**src/rtl/board_cell_store.sv**
```systemverilog
// Registered store for one board row of CELL_W-bit cell codes.
// Clocked write port with occupancy rule, sequential clear sweep and live stone count.
module board_cell_store #(
    parameter int CELL_W    = 2,
    parameter int CELLS     = 16,
    parameter int SEL_W     = 4,
    parameter bit OVERWRITE = 1'b0
) (
    input  logic                    clk,
    input  logic                    reset,
    input  logic                    wr_en,
    input  logic [SEL_W-1:0]        wr_sel,
    input  logic [CELL_W-1:0]       wr_data,
    input  logic                    clear_req,
    input  logic [SEL_W-1:0]        rd_sel,
    output logic [CELL_W-1:0]       rd_data,
    output logic [CELLS*CELL_W-1:0] row_out,
    output logic                    wr_ack,
    output logic                    wr_reject,
    output logic                    busy,
    output logic                    clear_done,
    output logic [SEL_W:0]          stone_count,
    output logic                    full
);

    typedef enum logic {
        IDLE,
        CLEAR
    } state_t;

    localparam logic [SEL_W:0]   CELLS_V = (SEL_W+1)'(CELLS);
    localparam logic [SEL_W-1:0] LAST_IX = SEL_W'(CELLS - 1);

    state_t             state;
    logic [SEL_W-1:0]   sweep_ix;
    logic [CELL_W-1:0]  cells [CELLS];

    logic               wr_in_range;
    logic               rd_in_range;
    logic [CELL_W-1:0]  wr_cur;
    logic               wr_accept;

    assign wr_in_range = {1'b0, wr_sel} < CELLS_V;
    assign rd_in_range = {1'b0, rd_sel} < CELLS_V;
    assign wr_cur      = wr_in_range ? cells[wr_sel] : '0;
    assign wr_accept   = wr_in_range && (OVERWRITE || wr_cur == '0);

    assign rd_data = rd_in_range ? cells[rd_sel] : '0;
    assign busy    = (state == CLEAR);
    assign full    = (stone_count == CELLS_V);

    always_comb begin
        row_out = '0;
        for (int i = 0; i < CELLS; i++) begin
            row_out[i*CELL_W +: CELL_W] = cells[i];
        end
    end

    always_ff @(posedge clk or posedge reset) begin
        if (reset) begin
            state       <= IDLE;
            sweep_ix    <= '0;
            stone_count <= '0;
            wr_ack      <= 1'b0;
            wr_reject   <= 1'b0;
            clear_done  <= 1'b0;
            // NOTE: the cell array is a bank of flops that must read as empty straight
            // out of reset (row_out feeds win-check), so it is reset like any other register.
            for (int i = 0; i < CELLS; i++) begin
                cells[i] <= '0;
            end
        end else begin
            wr_ack     <= 1'b0;
            wr_reject  <= 1'b0;
            clear_done <= 1'b0;
            unique case (state)
                IDLE: begin
                    if (clear_req) begin
                        state     <= CLEAR;
                        sweep_ix  <= '0;
                        wr_reject <= wr_en;
                    end else if (wr_en) begin
                        if (wr_accept) begin
                            cells[wr_sel] <= wr_data;
                            wr_ack        <= 1'b1;
                            if (wr_cur == '0 && wr_data != '0) begin
                                stone_count <= stone_count + 1'b1;
                            end else if (wr_cur != '0 && wr_data == '0) begin
                                stone_count <= stone_count - 1'b1;
                            end
                        end else begin
                            wr_reject <= 1'b1;
                        end
                    end
                end
                CLEAR: begin
                    // The sweep owns the row: any write request is refused, clear_req ignored.
                    wr_reject       <= wr_en;
                    cells[sweep_ix] <= '0;
                    if (sweep_ix == LAST_IX) begin
                        state       <= IDLE;
                        stone_count <= '0;
                        clear_done  <= 1'b1;
                    end else begin
                        sweep_ix <= sweep_ix + 1'b1;
                    end
                end
                default: state <= IDLE;
            endcase
        end
    end

endmodule

```
**config.mk**
```make
export PLATFORM = sky130hd
export DESIGN_NAME = board_cell_store
export DESIGN_NICKNAME = d
export VERILOG_FILES = /design/src/rtl/board_cell_store.sv
export SDC_FILE = /design/constraint.sdc
export NUM_CORES = 1
export LEC_CHECK = 0
export ABC_AREA = 1
export CAP_MARGIN = 30
export CORE_UTILIZATION = 50
export DETAILED_ROUTE_END_ITERATION = 16
export GPL_ROUTABILITY_DRIVEN = 0
export PLACE_DENSITY = 0.78
export SYNTH_ARGS = -nofsm -noshare
export SYNTH_HDL_FRONTEND = slang
export SYNTH_SLANG_ARGS = --single-unit
```
**constraint.sdc**
```tcl
create_clock -name clk -period 2.4 [get_ports clk]
set_input_delay 0.24 -clock clk [delete_from_list [all_inputs] [get_ports clk]]
set_output_delay 0.24 -clock clk [all_outputs]
set_load 0.01 [all_outputs]
```
After elaboration in Yosys (flattened, before gate mapping)
Index checks and enable logic that the tools add are counted.
{"block": "totals", "latchBits": 0, "n_memories": 0, "ram_bits": 0, "romBits": 0, "ff_bits": 45, "elab_cells": 94, "out_inout_bits": 44}
{"block": "op_classes", "bitwise": 6, "magnitude_cmp": 5, "multipliers": 0, "n_addsub": 3, "n_reduce_logical": 11, "mux": 38, "shift": 0, "div_mod_pow": 0, "eq_ne": 9}
{"op": "32-bit two-way mux", "count": 3}
{"op": "32-bit one-hot mux with 2 select lines", "count": 1}
{"op": "32-bit bitwise AND", "count": 1}
{"op": "32-bit bitwise mux", "count": 1}
{"op": "32-bit inverter", "count": 1}
{"op": "5-bit two-way mux", "count": 6}
{"op": "2-bit binary-select mux with 4-bit select", "count": 2}
{"op": "2-bit demux with 4-bit select", "count": 2}
{"op": "5-bit greater-or-equal comparator (second input constant)", "count": 3}
{"op": "4-bit inverter with 5-bit output", "count": 3}
{"op": "2-bit two-way mux", "count": 6}
{"op": "1-bit two-way mux", "count": 11}
{"op": "5-bit by 1-bit < comparator with 1-bit output (second input constant)", "count": 2}
{"op": "2-bit != test (second input constant)", "count": 5}
{"op": "5-bit one-hot mux with 2 select lines", "count": 1}
{"op": "4-bit two-way mux", "count": 2}
{"op": "4-bit one-hot mux with 2 select lines", "count": 1}
{"op": "5-bit by 1-bit adder with 5-bit output (second input constant)", "count": 1}
{"op": "5-bit == test (second input constant)", "count": 1}
{"op": "5-bit AND reduction", "count": 1}
{"op": "5-bit by 1-bit subtractor with 5-bit output (second input constant)", "count": 1}
{"op": "4-bit by 1-bit adder with 4-bit output (second input constant)", "count": 1}
{"op": "4-bit == test (second input constant)", "count": 1}
{"op": "1-bit logical AND", "count": 4}
{"op": "8 further kinds", "count": 11}

Longest topological paths before layout
{"block": "logic_depth", "word_depth": 12, "mapped_depth": 20, "mapped_depth_nobuf": 19}

Worst setup path before layout
No wires, ideal clock.
{"block": "synth_path", "path_kind": "input port to flip-flop", "startpoint": "input port wr_sel[0]", "endpoint": "register stone_count[4]", "setup_time_ns": 0.118, "arrival_ns": 2.316, "stages": 20, "n_path_buf": 2, "slack_ns": -0.034, "path_cell_list": "buf_6 > buf_6 > nand2_1 > o21ai_1 > nand2_1 > nand2_1 > nand2_1 > nand2_2 > nor2_8 > nand2_2 > inv_1 > ha_1 > inv_1 > fa_1 > nand2_1 > nand2_1 > a21oi_1 > xor2_1 > nand3b_1 > nand2_1"}
{"block": "synth_between", "elab_chain_len": 11, "elab_cells_between_ends": 16}
{"item": "start, declared", "line": "12", "text": "input logic [SEL_W-1:0] wr_sel,"}
{"item": "4-bit inverter with 5-bit output (not written as such) (*)", "line": "45", "text": "assign wr_cur = wr_in_range ? cells[wr_sel] : '0;"}
{"item": "2-bit binary-select mux with 4-bit select (*)", "line": "45"}
{"item": "2-bit two-way mux (not written as such) (*) (2 in series)", "line": "45"}
{"item": "2-bit logical NOT", "line": "46, 86"}
{"item": "1-bit logical AND", "line": "86", "text": "if (wr_cur == '0 && wr_data != '0) begin"}
{"item": "5-bit two-way mux", "line": "86"}
{"item": "5-bit two-way mux", "line": "83", "text": "if (wr_accept) begin"}
{"item": "5-bit two-way mux", "line": "82", "text": "end else if (wr_en) begin"}
{"item": "5-bit two-way mux", "line": "78", "text": "if (clear_req) begin"}
{"item": "5-bit one-hot mux with 2 select lines", "line": "76", "text": "unique case (state)"}
{"item": "end signal, assigned", "line": "87", "text": "stone_count <= stone_count + 1'b1;"}
{"item": "end signal, assigned", "line": "89", "text": "stone_count <= stone_count - 1'b1;"}
{"item": "end, declared", "line": "22", "text": "output logic [SEL_W:0] stone_count,"}
Every way passes the cells marked *; elsewhere a longest branch is shown, timed or not. The select of a mux whose other input is x is not followed.
A chain may end at the register's enable or synchronous reset.

Final worst setup path
{"block": "layout_path", "startpoint": "register cells, in the netlist row_out[26]", "endpoint": "register stone_count[4]"}
{"block": "layout_between", "elab_chain_len": 10, "elab_cells_between_ends": 15}
{"item": "start, declared", "line": "36", "text": "logic [CELL_W-1:0] cells [CELLS];"}
{"item": "start signal, assigned by index", "line": "84", "text": "cells[wr_sel] <= wr_data;"}
{"item": "2-bit binary-select mux with 4-bit select (*)", "line": "45"}
{"item": "2-bit two-way mux (not written as such) (*) (2 in series)", "line": "45"}
{"item": "2-bit logical NOT", "line": "46, 86"}
{"item": "1-bit logical AND", "line": "86"}
{"item": "5-bit two-way mux", "line": "86"}
{"item": "5-bit two-way mux", "line": "83"}
{"item": "5-bit two-way mux", "line": "82"}
{"item": "5-bit two-way mux", "line": "78"}
{"item": "5-bit one-hot mux with 2 select lines", "line": "76"}
Marks and branches as above.

==> impl_metrics.csv <==
group,metric,value,unit
run_status,outcome,"completed",
detailed_routing,wl,11.4,mm
sta,final.setup.worst_slack,0.0254,ns
final_layout,drive_gt1_share,15.0,%
final_layout,fill_cells,582,
sta,fin_worst_skew,0.00768,ns
synthesis,syn_nets,558,
sta,finalCritPeriodShare,98.9,%
synthesis,yosysSeqAreaShare,30.7,%
synthesis,avgSynthCellArea,6.87,µm²
setup_path,critPathCaptureType,"flop",
detailed_routing,wire_per_inst,15.8,µm
hold_path,hp-class,"primary input to asynchronous set/reset pin",
sta,rsz0062_at_grt,"yes",
detailed_routing,vias,4170,
placement,dp_slack,-0.610,ns
power,power_density,1070,nW/µm²
floorplan,core_area,6940,µm²
setup_path,crit_path_max_fanout,4,
setup_path,timing.rr.start,"row_out[26]",
floorplan,die_area,7680,µm²
final_layout,area.sequential,1130,µm²
clock_network,cts_buffer_depth,2,
floorplan,fp.dieH,87.6,µm
clock_network,insertion_delay,0.31,ns
global_route,grt_pass1_vias,3900,
final_layout,layout_commonest_cell,"nand2_1",
setup_path,worstSetupPathType,"flop to flop",
setup_path,startpoint,"row_out[26]",
final_layout,multi_input_area,2200,µm²
sta,max_clock_freq,421,MHz
final_layout,layout_common_cells,"nand2_1 (171), inv_1 (61), nand3_1 (53), clkdlybuf4s50_1 (53)",
global_route,grt_pass1_wl,17.9,mm
placement,numPortBuffers,57,
global_route,grtUsageTotal,29.9,%
synthesis,synthCells,534,
clock_network,cts_tree,"yes",
clock_network,clock_sinks,45,
sta,finalMaxSlewViolations,0,
final_layout,diodes,0,
final_layout,post_layout_nonfiller_instances,721,
clock_network,htreeDepth,2,
detailed_routing,vias_per_cell,5.78,
sta,worst_pin_slew,0.720,ns
final_layout,syn_to_final_growth,30.6,%
detailed_routing,drt_pre_antenna_iters,6,
placement,dp.cells,707,
detailed_routing,drc,0,
detailed_routing,drt.antenna.violating_nets,0,
setup_path,worstPathArrival,2.59,ns
sta,slew_headroom,51.9,%
synthesis,yosysUniqueCellTypes,33,
setup_path,crit_required,2.62,ns
detailed_routing,detail_route.iter0.violations,373,
run,drv_cap,0,
floorplan,ioPinCount,58,
synthesis,syn-cell-area,3670,µm²
sta,finalCriticalPeriod,2.37,ns
final_layout,final_nets,648,
sta,final_hold_viol_count,0,
setup_path,critPathLaunchType,"flop",
synthesis,synth.ff_latch_count,45,
clock_network,path_clk_slew,0.10,ns
floorplan,die_w,87.6,µm
synthesis,yosys_warnings,0,
power,p_leak,2.19,nW
global_route,grt_max_degree,46,
floorplan,start_util,52.8,%
clock_network,root_buffer,"clkbuf_8",
clock_network,numCtsBuffers,5,
sta,final-setup-viol-count,0,
global_route,antenna_found_initial,0,
sta,timing.hold.ws,0.276,ns
global_route,grt_overflow_total,0,
floorplan,rows,30,
placement,dp_hpwl,8.23,mm
power,ir_worst_vdd,0.000863,V
==> what timing repair did <==
item / 4_1_cts / 5_1_grt
pin swaps: 1 / 8
resized for setup: 7 / 16
hold buffers: 0 / 0
endpoints found under the setup margin: 4 / 5
buffers inserted: 2 / 4
==> per-layer routing <==
| metal | GRT usage, % | wire [µm] | vias up |
|---|---|---|---|
| li1 | - | - | 1939 |
| met1 | 37.2 | 4730 | 1947 |
| met2 | 51.1 | 5280 | 233 |
| met3 | 5.09 | 995 | 51 |
| met4 | 13.0 | 417 | 0 |
| met5 | 0 | 0 | - |
==> state kept, by name, summed over array words and instances (netlist names) <==
signal / cells
row_out: 32
stone_count: 5
sweep_ix: 4
busy: 1
clear_done: 1
wr_ack: 1
wr_reject: 1
==> where the power goes <==
part	leakage (nW)	switching [mW]	internal, mW	total (mW)
logic	1.53	1.78	1.45	3.23
clock network	0.0452	0.313	0.213	0.526
registers	0.607	0.321	1.06	1.38
==> cell type report <==
cell class,instances,share of cell area [%]
Tap cell,96,2.51
Clock inverter,3,0.522
Multi-Input combinational cell,399,45.9
Timing Repair Buffer,104,20.7
Sequential cell,45,23.5
Inverter,69,5.46
Clock buffer,5,1.44
==> kinds of logic after synthesis <==
kind of cell	synth area share [%]
flip-flops	30.7
AO/OA/AOI/OAI	13.6
adder cells (fa/ha/maj)	3.62
AND/OR/NAND/NOR	39.7
buffers and inverters	10.8
XOR/XNOR	1.43
==> metrics by stage <==
step / instance area (µm²) / utilization [%] / setup TNS (ns) / power (mW)
2_1_floorplan: 3670 / - / 0 / 3.07
3_3_place_gp: 4580 / 66.0 / -1.86 / 4.33
3_5_place_dp: 4580 / 66.0 / -2.55 / 4.42
4_1_cts: 4710 / 67.8 / 0 / 4.96
5_1_grt: 4790 / 69.0 / -0.134 / 5.47
6_report: 4790 / 69.0 / 0 / 5.13
==> final timing paths <==
kind / end / slack [ns] / depth (start not counted)
max in group asynchronous: row_out[13] / 1.91 / 3
min in group clk: wr_reject / 0.49 / 3
setup / recovery: stone_count[4] / 0.03 / 18
hold reg to reg: row_out[21] / 0.59 / 2
setup reg to reg: stone_count[4] / 0.03 / 18
hold / removal: row_out[19] / 0.28 / 3
==> synth_stat cells (all sizes together) <==
cell type  number  area share (%)
inv            69             7.1
o211ai          3            0.61
nand3          53             7.2
nand4          17             7.0
fa              1            0.55
o31ai           1            0.20
o21ai          25             3.4
o22ai          13             2.2
nand2         177              18
ha              9             3.1
buf             9             2.6
o32ai          19             4.5
o221ai          1            0.24
xnor2           2            0.48
xor2            4            0.96
or2             1            0.17
nand3b          2            0.41
nor3            2            0.27
a21oi          17             2.4
dfrtp          45              31
nor2           52             6.3
clkbuf         12             1.2
==> worst max-delay path: stages (launching register included) <==
cell and delay (ns):
dfrtp_1 0.44, nand2_1 0.10, nand2_1 0.05, nand2_1 0.05, nand2_1 0.05, nand2_1 0.07
nand2_2 0.09, nor2_8 0.13, nand2_4 0.06, inv_2 0.06, ha_4 0.13, inv_4 0.05
fa_2 0.38, nand2_2 0.09, nand2_2 0.06, a21oi_2 0.15, xor2_1 0.14, nand3b_1 0.12
nand2_1 0.05
Note: power is estimated with default switching activity, not from simulation.
